## config.mk

```make
export PLATFORM = sky130hd
export DESIGN_NAME = branch_predict_unit_flat
export DESIGN_NICKNAME = d
export VERILOG_FILES = /design/src/rtl/branch_predict_unit_if.sv /design/src/rtl/branch_predict_unit.sv /design/src/flat_wrapper.sv
export SDC_FILE = /design/constraint.sdc
export NUM_CORES = 1
export LEC_CHECK = 0
export BUFFER_PORTS_ARGS = -buffer_cell sky130_fd_sc_hd__buf_2
export CAP_MARGIN = 30
export CORE_UTILIZATION = 25
export DETAILED_ROUTE_END_ITERATION = 10
export GPL_TIMING_DRIVEN = 0
export PLACE_DENSITY_LB_ADDON = 0.05
export SETUP_SLACK_MARGIN = 0.1
export SLEW_MARGIN = 5
export SYNTH_ARGS = -nofsm -noshare
export SYNTH_HDL_FRONTEND = slang
export SYNTH_SLANG_ARGS = --single-unit
```

## constraint.sdc

```tcl
create_clock -name clk -period 9.2 [get_ports clk]
set_clock_uncertainty 0.1 [all_clocks]
set_input_delay 1.84 -clock clk [delete_from_list [all_inputs] [get_ports clk]]
set_output_delay 1.84 -clock clk [all_outputs]
set_load 0.05 [all_outputs]
```

## src/rtl/branch_predict_unit_if.sv

```systemverilog
// Fetch lookup and resolve-stage bundle for branch_predict_unit.
// master: pipeline side (drives PCs/operands); slave: predictor.
interface branch_predict_unit_if #(
  parameter int XLEN   = 32,
  parameter int STAT_W = 32
);
  logic [XLEN-1:0]   lookup_pc;
  logic              lookup_taken;
  logic              res_valid;
  logic [XLEN-1:0]   res_pc;
  logic [XLEN-1:0]   rdata1;
  logic [XLEN-1:0]   rdata2;
  logic [2:0]        br_type;
  logic              pred_taken;
  logic              flush;
  logic              out_valid;
  logic              br_taken;
  logic              mispredict;
  logic [STAT_W-1:0] n_branch;
  logic [STAT_W-1:0] n_mispredict;

  modport master (
    output lookup_pc, res_valid, res_pc,
    output rdata1, rdata2, br_type,
    output pred_taken, flush,
    input  lookup_taken, out_valid,
    input  br_taken, mispredict,
    input  n_branch, n_mispredict
  );

  modport slave (
    input  lookup_pc, res_valid, res_pc,
    input  rdata1, rdata2, br_type,
    input  pred_taken, flush,
    output lookup_taken, out_valid,
    output br_taken, mispredict,
    output n_branch, n_mispredict
  );
endinterface

```

## src/rtl/branch_predict_unit.sv

```systemverilog
// Branch resolver + 2-bit BHT predictor with mispredict stats.
// Ports: clk, rst_n (async low), bp (slave: lookup/resolve/outputs).
module branch_predict_unit #(
  parameter int XLEN        = 32,
  parameter int BHT_ENTRIES = 16,
  parameter int STAT_W      = 32
) (
  input logic clk,
  input logic rst_n,
  branch_predict_unit_if.slave bp
);
  localparam int IDX_W = $clog2(BHT_ENTRIES);

  localparam logic [2:0] BR_BEQ  = 3'd0;
  localparam logic [2:0] BR_BNE  = 3'd1;
  localparam logic [2:0] BR_BLT  = 3'd2;
  localparam logic [2:0] BR_BGE  = 3'd3;
  localparam logic [2:0] BR_BLTU = 3'd4;
  localparam logic [2:0] BR_BGEU = 3'd5;
  localparam logic [2:0] BR_ALU  = 3'd7;

  logic [1:0]        bht_q [BHT_ENTRIES];
  logic [1:0]        bht_d [BHT_ENTRIES];
  logic              out_valid_q, out_valid_d;
  logic              br_taken_q, br_taken_d;
  logic              mispredict_q, mispredict_d;
  logic [STAT_W-1:0] n_branch_q, n_branch_d;
  logic [STAT_W-1:0] n_mispredict_q, n_mispredict_d;

  logic [IDX_W-1:0]  lk_idx, rs_idx;
  logic              eq, lt_s, lt_u;
  logic              actual, cond, acc, upd, miss;

  logic              unused_pc;
  assign unused_pc = ^{bp.lookup_pc[XLEN-1:IDX_W+2],
                       bp.lookup_pc[1:0],
                       bp.res_pc[XLEN-1:IDX_W+2],
                       bp.res_pc[1:0]};

  assign lk_idx = bp.lookup_pc[IDX_W+1:2];
  assign rs_idx = bp.res_pc[IDX_W+1:2];

  // No bypass: a same-cycle update shows up next cycle.
  assign bp.lookup_taken = bht_q[lk_idx][1];

  assign eq   = bp.rdata1 == bp.rdata2;
  assign lt_s = $signed(bp.rdata1) < $signed(bp.rdata2);
  assign lt_u = bp.rdata1 < bp.rdata2;

  always_comb begin
    actual = 1'b0;
    cond   = 1'b0;
    case (bp.br_type)
      BR_BEQ:  begin actual = eq;    cond = 1'b1; end
      BR_BNE:  begin actual = ~eq;   cond = 1'b1; end
      BR_BLT:  begin actual = lt_s;  cond = 1'b1; end
      BR_BGE:  begin actual = ~lt_s; cond = 1'b1; end
      BR_BLTU: begin actual = lt_u;  cond = 1'b1; end
      BR_BGEU: begin actual = ~lt_u; cond = 1'b1; end
      BR_ALU:  actual = 1'b1;
      default: actual = 1'b0;
    endcase
  end

  assign acc  = bp.res_valid & ~bp.flush;
  assign upd  = acc & cond;
  assign miss = actual != bp.pred_taken;

  always_comb begin
    bht_d = bht_q;
    if (upd) begin
      if (actual && bht_q[rs_idx] != 2'b11)
        bht_d[rs_idx] = bht_q[rs_idx] + 2'd1;
      else if (!actual && bht_q[rs_idx] != 2'b00)
        bht_d[rs_idx] = bht_q[rs_idx] - 2'd1;
    end
  end

  always_comb begin
    out_valid_d    = acc;
    br_taken_d     = acc & actual;
    mispredict_d   = acc & miss;
    n_branch_d     = n_branch_q;
    n_mispredict_d = n_mispredict_q;
    // Stats saturate at all-ones rather than wrap.
    if (upd && n_branch_q != '1)
      n_branch_d = n_branch_q + 1'b1;
    if (upd && miss && n_mispredict_q != '1)
      n_mispredict_d = n_mispredict_q + 1'b1;
  end

  always_ff @(posedge clk or negedge rst_n) begin
    if (!rst_n) begin
      for (int i = 0; i < BHT_ENTRIES; i++)
        bht_q[i] <= 2'b01;
      out_valid_q    <= 1'b0;
      br_taken_q     <= 1'b0;
      mispredict_q   <= 1'b0;
      n_branch_q     <= '0;
      n_mispredict_q <= '0;
    end else begin
      bht_q          <= bht_d;
      out_valid_q    <= out_valid_d;
      br_taken_q     <= br_taken_d;
      mispredict_q   <= mispredict_d;
      n_branch_q     <= n_branch_d;
      n_mispredict_q <= n_mispredict_d;
    end
  end

  assign bp.out_valid    = out_valid_q;
  assign bp.br_taken     = br_taken_q;
  assign bp.mispredict   = mispredict_q;
  assign bp.n_branch     = n_branch_q;
  assign bp.n_mispredict = n_mispredict_q;
endmodule
```

## src/flat_wrapper.sv

```systemverilog
// flat-port wrapper written by rule: the top's interface ports become plain ports
module branch_predict_unit_flat 
#(
  parameter int XLEN        = 32,
  parameter int BHT_ENTRIES = 16,
  parameter int STAT_W      = 32
)
  (clk, rst_n, bp_lookup_pc, bp_res_valid, bp_res_pc, bp_rdata1, bp_rdata2, bp_br_type, bp_pred_taken, bp_flush, bp_lookup_taken, bp_out_valid, bp_br_taken, bp_mispredict, bp_n_branch, bp_n_mispredict);
  branch_predict_unit_if #(.XLEN(XLEN), .STAT_W(STAT_W)) bp_i ();
  input logic clk;
  input logic rst_n;
  input wire logic [$bits(bp_i.lookup_pc)-1:0] bp_lookup_pc;
  input wire logic [$bits(bp_i.res_valid)-1:0] bp_res_valid;
  input wire logic [$bits(bp_i.res_pc)-1:0] bp_res_pc;
  input wire logic [$bits(bp_i.rdata1)-1:0] bp_rdata1;
  input wire logic [$bits(bp_i.rdata2)-1:0] bp_rdata2;
  input wire logic [$bits(bp_i.br_type)-1:0] bp_br_type;
  input wire logic [$bits(bp_i.pred_taken)-1:0] bp_pred_taken;
  input wire logic [$bits(bp_i.flush)-1:0] bp_flush;
  output wire logic [$bits(bp_i.lookup_taken)-1:0] bp_lookup_taken;
  output wire logic [$bits(bp_i.out_valid)-1:0] bp_out_valid;
  output wire logic [$bits(bp_i.br_taken)-1:0] bp_br_taken;
  output wire logic [$bits(bp_i.mispredict)-1:0] bp_mispredict;
  output wire logic [$bits(bp_i.n_branch)-1:0] bp_n_branch;
  output wire logic [$bits(bp_i.n_mispredict)-1:0] bp_n_mispredict;
  assign bp_i.lookup_pc = bp_lookup_pc;
  assign bp_i.res_valid = bp_res_valid;
  assign bp_i.res_pc = bp_res_pc;
  assign bp_i.rdata1 = bp_rdata1;
  assign bp_i.rdata2 = bp_rdata2;
  assign bp_i.br_type = bp_br_type;
  assign bp_i.pred_taken = bp_pred_taken;
  assign bp_i.flush = bp_flush;
  assign bp_lookup_taken = bp_i.lookup_taken;
  assign bp_out_valid = bp_i.out_valid;
  assign bp_br_taken = bp_i.br_taken;
  assign bp_mispredict = bp_i.mispredict;
  assign bp_n_branch = bp_i.n_branch;
  assign bp_n_mispredict = bp_i.n_mispredict;
  branch_predict_unit #(.XLEN(XLEN), .BHT_ENTRIES(BHT_ENTRIES), .STAT_W(STAT_W)) u_core (.clk(clk), .rst_n(rst_n), .bp(bp_i));
endmodule
```

Word-level counts from Yosys, hierarchy flattened
Index checks and enable logic that the tools add are counted.
{"block": "word_totals", "ff_bits": 99, "out_inout_bits": 68, "elab_cells": 77}
{"block": "classes", "n_addsub": 4, "magnitude_cmp": 5, "eq_ne": 11, "n_mux": 14, "n_bitwise": 10, "n_reduce_logical": 12}
{"op": "$add A32 B1 Y32 const B", "n": 2}
{"op": "$bwmux W32", "n": 2}
{"op": "$lt A32 B32 Y1", "n": 2}
{"op": "$mux W32", "n": 2}
{"op": "$ne A32 B32 Y1 const B", "n": 2}
{"op": "$eq A32 B32 Y1", "n": 1}
{"op": "$bmux W2 S4", "n": 2}
{"op": "$ge A5 B5 Y1 const B", "n": 2}
{"op": "$mux W2", "n": 5}
{"op": "$not A4 Y5", "n": 2}
{"op": "$eq A3 B3 Y1 const B", "n": 3}
{"op": "$demux W2 S4", "n": 1}
{"op": "$pmux W1 S7", "n": 1}
{"op": "$eq A3 B2 Y1 const B", "n": 2}
{"op": "$logic_and A1 B1 Y1", "n": 6}
{"op": "$reduce_or A6 Y1", "n": 1}
{"op": "$lt A5 B1 Y1 const B", "n": 1}
{"op": "$and A1 B1 Y1", "n": 4}
{"op": "$not A1 Y1", "n": 4}
{"op": "$reduce_bool A2 Y1", "n": 2}
{"op": "$eq A3 B1 Y1 const B", "n": 1}
{"op": "$logic_not A3 Y1", "n": 1}
{"op": "$add A2 B1 Y2 const B", "n": 1}
{"op": "$ne A2 B2 Y1 const B", "n": 1}
{"op": "other kinds (5)", "n": 5}

Longest topological paths before layout
{"block": "logic_depth", "word_depth": 8, "mapped_depth": 14, "mapped_depth_nobuf": 12}

Worst setup path before layout
OpenSTA, ideal clock, no wires.
{"block": "synth_path", "kind": "input to register", "start": "in bp_res_pc[2]", "end": "reg u_core.bht_q[23] (netlist name)", "arrival_time_ns": 4.982, "setup_slack_ns": 3.993, "cell_stages": 13, "n_path_buf": 2, "path_cell_list": "clkbuf_1 mux4_2 mux2_2 o21ai_1 clkbuf_1 inv_1 ha_1 nor2b_1 and3_1 nand3_1 and4_1 nor3_1 mux2_2"}
{"block": "synth_via", "elab_chain_cells": 8, "word_cells_on_any_way": 21, "classes_between": "add/sub (2); order compare (2); eq/ne (1); mux (9); bitwise (1); reduce/logical (6)"}
{"element": "from (decl)", "line_no": "flat_wrapper.sv:14", "source": "input wire logic [$bits(bp_i.res_pc)-1:0] bp_res_pc;"}
{"element": "$not A4 Y5 (not written as such) *"}
{"element": "$bmux W2 S4, or another cell as far along"}
{"element": "$mux W2 (not written as such) or $logic_and A1 B1 Y1 (tied branches)"}
{"element": "$mux W2 (on tied branches)"}
{"element": "$sub A2 B1 Y2, or another cell as far along", "line_no": "branch_predict_unit.sv:75", "source": "bht_d[rs_idx] = bht_q[rs_idx] - 2'd1;"}
{"element": "$bwmux W32, or another cell as far along", "line_no": "branch_predict_unit.sv:75"}
{"element": "$mux W32 or $reduce_bool A2 Y1 (tied branches)"}
{"element": "$mux W32 or $reduce_and A2 Y1 (tied branches)"}
{"element": "to (signal assigned)", "line_no": "branch_predict_unit.sv:102", "source": "bht_q <= bht_d;"}
{"element": "to (decl)", "line_no": "branch_predict_unit.sv:22", "source": "logic [1:0] bht_q [BHT_ENTRIES];"}
Every way passes the cells marked *; elsewhere a longest branch is shown, timed or not. The select of a mux whose other input is x is not followed.
A chain may end at the register's enable or synchronous reset.

Worst setup path in the final report
Ends and elaborated chain as after synthesis.

==> metrics.md <==
| Metric | Value |
|---|---|
| Status | finished clean |
| Max Freq | 175.7 MHz |
| Number of remaining DRC errors | 0 |
| Crit path from | bp_res_pc[2] |
| Setup crit start kind | input port |
| Via-per-instance ratio | approximately 4.7 |
| # Post-CTS Setup Buffers | 0 |
| Final WL | 16770 µm |
| Syn nets | 765 |
| R2R depth | 12 |
| Vias in the first global route | 5139 |
| Worst-skew pair later-pin latency | roughly 350 ps |
| Kind of critical path | input port to flop |
| Worst Setup End Kind | flop |
| Clock slew at reported path FFs | approximately 80 ps |
| Layout fillers | between 2000 and 3000 |
| Arrival @ worst endpoint | slightly below 6000 ps |
| GRT Resource Usage Total | 0.1328 |
| H-tree Lvls | 3 |
| Clock buffer depth | 2 |
| Global-route wire length before repair | between 20000 and 30000 µm |
| Final worst slack | 3508 ps |
| CTS Root Cell | clkbuf_16 |
| Maximum VDD drop | 140.6 µV |
| TritonCTS clock tree | yes |
| Hold path cells | 1 |
| First drt pass iteration count | 4 |
| Cell Area, Synth | ~6300 µm² |
| Register area | 2497 µm² |
| Hold Crit Start | u_core.bp.n_branch[17] |
| Slew Limit Headroom | 0.3905 |
| Final nets | 919 |
| Initial antenna violation count | 0 |
| Hold-fix buffers, CTS | 0 |
| Pin count of the biggest net entering global routing | 52 |
| Mean Syn Cell Area | ~11 µm² |
| DRT iter0 DRCs | between 200 and 300 |
| Fin Setup TNS | 0 ps |
| Top Ports | slightly above 200 |
| Mapped Cells | 593 |
| CP Max Fanout | 10 |
| WL/cell | ~16 µm |
| Die area | 25790 µm² |
| Pleak | 3.714 nW |
| Pwr Density | about 170 nW/µm² |
| Fraction of registers with async set/reset | 1.000 |
| Largest area contributor in the netlist | dfrtp_1 |
| Height of the chip | roughly 160 µm |
| Most common cell after layout, fill and taps aside | buf_2 |
| Layout area overhead | 23.22% |
| Post-synth cell types | 63 |
| Most Used Layer, Global Route | met2 |
| Vias | between 5000 and 6000 |
| GPL Wtd Cong | 0.8550 |
| Most frequent cells in the layout | buf_2 (144), dfrtp_1 (83), xnor2_1 (42) |
| Initial Utilization | 0.2570 |
| Area taken by multi-input logic gates | roughly 3500 µm² |
| Design area | between 7000 and 8000 µm² |
| Max Slew Vio Count | 0 |
| PortBufs | ~140 |
| Top cell type's share of synthesized area | 0.3303 |
| Sink Count | ~100 |
| EDFF count, synth | 0 |
| Post_cts resized | 0 |
| Worst Hold Class | flop to flop |
| Final period utilization | 0.6187 |
| Die width | roughly 160 µm |
| Cts bufs inserted | 9 |
| Slew at the pin with the worst max-slew slack | approximately 900 ps |
| Final min period | approximately 5700 ps |
| Routed Antenna Nets | 0 |
| Synth area leaders | dfrtp_1 (33%), ha_1 (7.2%), dfstp_2 (6.7%) |
| Row cnt | 57 |
| Yosys warnings | 0 |
| GRT Residual Overflow | 0 |
| Main synth FF type | dfrtp_1 |
| Max Cap Viol | 0 |
| Antenna cells | 0 |
| Setup violations, final | 0 |
| Register bit total from synthesis | just under 100 |
| GR Util met1 | 0.1859 |
| Post-synthesis sequential area ratio | 0.3972 |
| GRT met3 Usage | 0.03099 |
| DP Area | roughly 7400 µm² |
| Met2 global-route usage | 0.2025 |
| WHS | between 300 and 400 ps |
| Place WS | around 3100 ps |
| Critical path required time | just over 9000 ps |
| Detailed placer's ending HPWL | 13080 µm |
| Share of layout cells above drive strength 1 | 0.3404 |
| Final number of hold-violating endpoints | 0 |
| RSZ-0062 raised after global routing | no |
| Core area | 24460 µm² |
## Yosys cell counts (all sizes together) (2+ instances only)
| library cell | count |
|---|---|
| o211a | 4 |
| nand2 | 37 |
| nand3 | 33 |
| inv | 40 |
| nand4 | 26 |
| xnor2 | 42 |
| a21o | 2 |
| a2111oi | 2 |
| and4 | 11 |
| xor2 | 21 |
| nor2 | 39 |
| or3b | 2 |
| nor4 | 6 |
| a21boi | 2 |
| clkbuf | 12 |
| or4 | 2 |
| or3 | 3 |
| nand2b | 5 |
| or2 | 2 |
| and2 | 3 |
| a211oi | 6 |
| nand3b | 2 |
| a31oi | 2 |
| ha | 36 |
| dfrtp | 83 |
| o21ai | 10 |
| o2111ai | 7 |
| o211ai | 9 |
| nor2b | 4 |
| nor3 | 15 |
| dfstp | 16 |
| mux4 | 14 |
| buf | 7 |
| a21oi | 22 |
| mux2i | 3 |
| mux2 | 37 |
| and3 | 15 |
## area by class of cell
| cell class | instances | area share |
|---|---|---|
| Buffer | 19 | 0.01276 |
| Clock buffer | 10 | 0.03085 |
| Clock inverter | 6 | 0.007752 |
| Inverter | 40 | 0.01938 |
| Multi-Input combinational cell | 435 | 0.4570 |
| Sequential cell | 99 | 0.3224 |
| Tap cell | 324 | 0.05233 |
| Timing Repair Buffer | 143 | 0.09755 |
## final timing paths
path | endpoint | slack [ps]
worst max-delay path | u_core.bht_q[23] | 3510
max in group asynchronous | u_core.bp.n_branch[31] | 6980
worst max register to register | u_core.bht_q[23] | 5180
worst min register to register | u_core.bp.n_branch[17] | 380
min in group asynchronous | u_core.bp.n_mispredict[23] | 1240
worst min-delay path | u_core.bp.n_branch[17] | 380
## metrics by stage
stage	std cells	util	total power, W
final	1076	0.3167	0.001317
after global routing	1076	0.3167	0.001396
after CTS	1076	0.3167	0.001342
after detailed placement	1060	0.3045	0.0009512
after global placement	1058	0.3024	0.0009390
after floorplan	593	-	0.0008299
## critical path: stages
cell	delay (ps)
clkbuf_1	430
mux4_2	580
mux2_2	270
o21ai_1	460
clkbuf_1	360
inv_1	80
ha_1	240
nor2b_1	260
and3_1	220
nand3_1	70
and4_1	270
nor3_1	350
mux2_2	390
## routing by layer
layer | vias up | wire length, µm
li1 | 2466 | -
met1 | 2390 | 8119
met2 | 169 | 7381
met3 | 12 | 1081
met4 | 0 | 190
met5 | - | 0
## cell families (layout without fill, tap and decap cells)
group                    after synthesis  in the layout  share of synthesized area
AO/OA/AOI/OAI                         76             76                    0.09612
XOR/XNOR                              63             63                    0.08776
adder cells (fa/ha/maj)               36             36                    0.07164
buffers and inverters                 59            218                    0.03960
flip-flops                            99             99                     0.3972
multiplexers                          54             54                     0.1278
AND/OR/NAND/NOR                      206            206                     0.1799
## report_power, final
part	internal (W)	total, W	switching [W]
sequential	0.000508	0.000561	0.0000528
combinational	0.000156	0.000376	0.000221
clock	0.000197	0.000380	0.000183
Power figures use the tool's default switching activity.
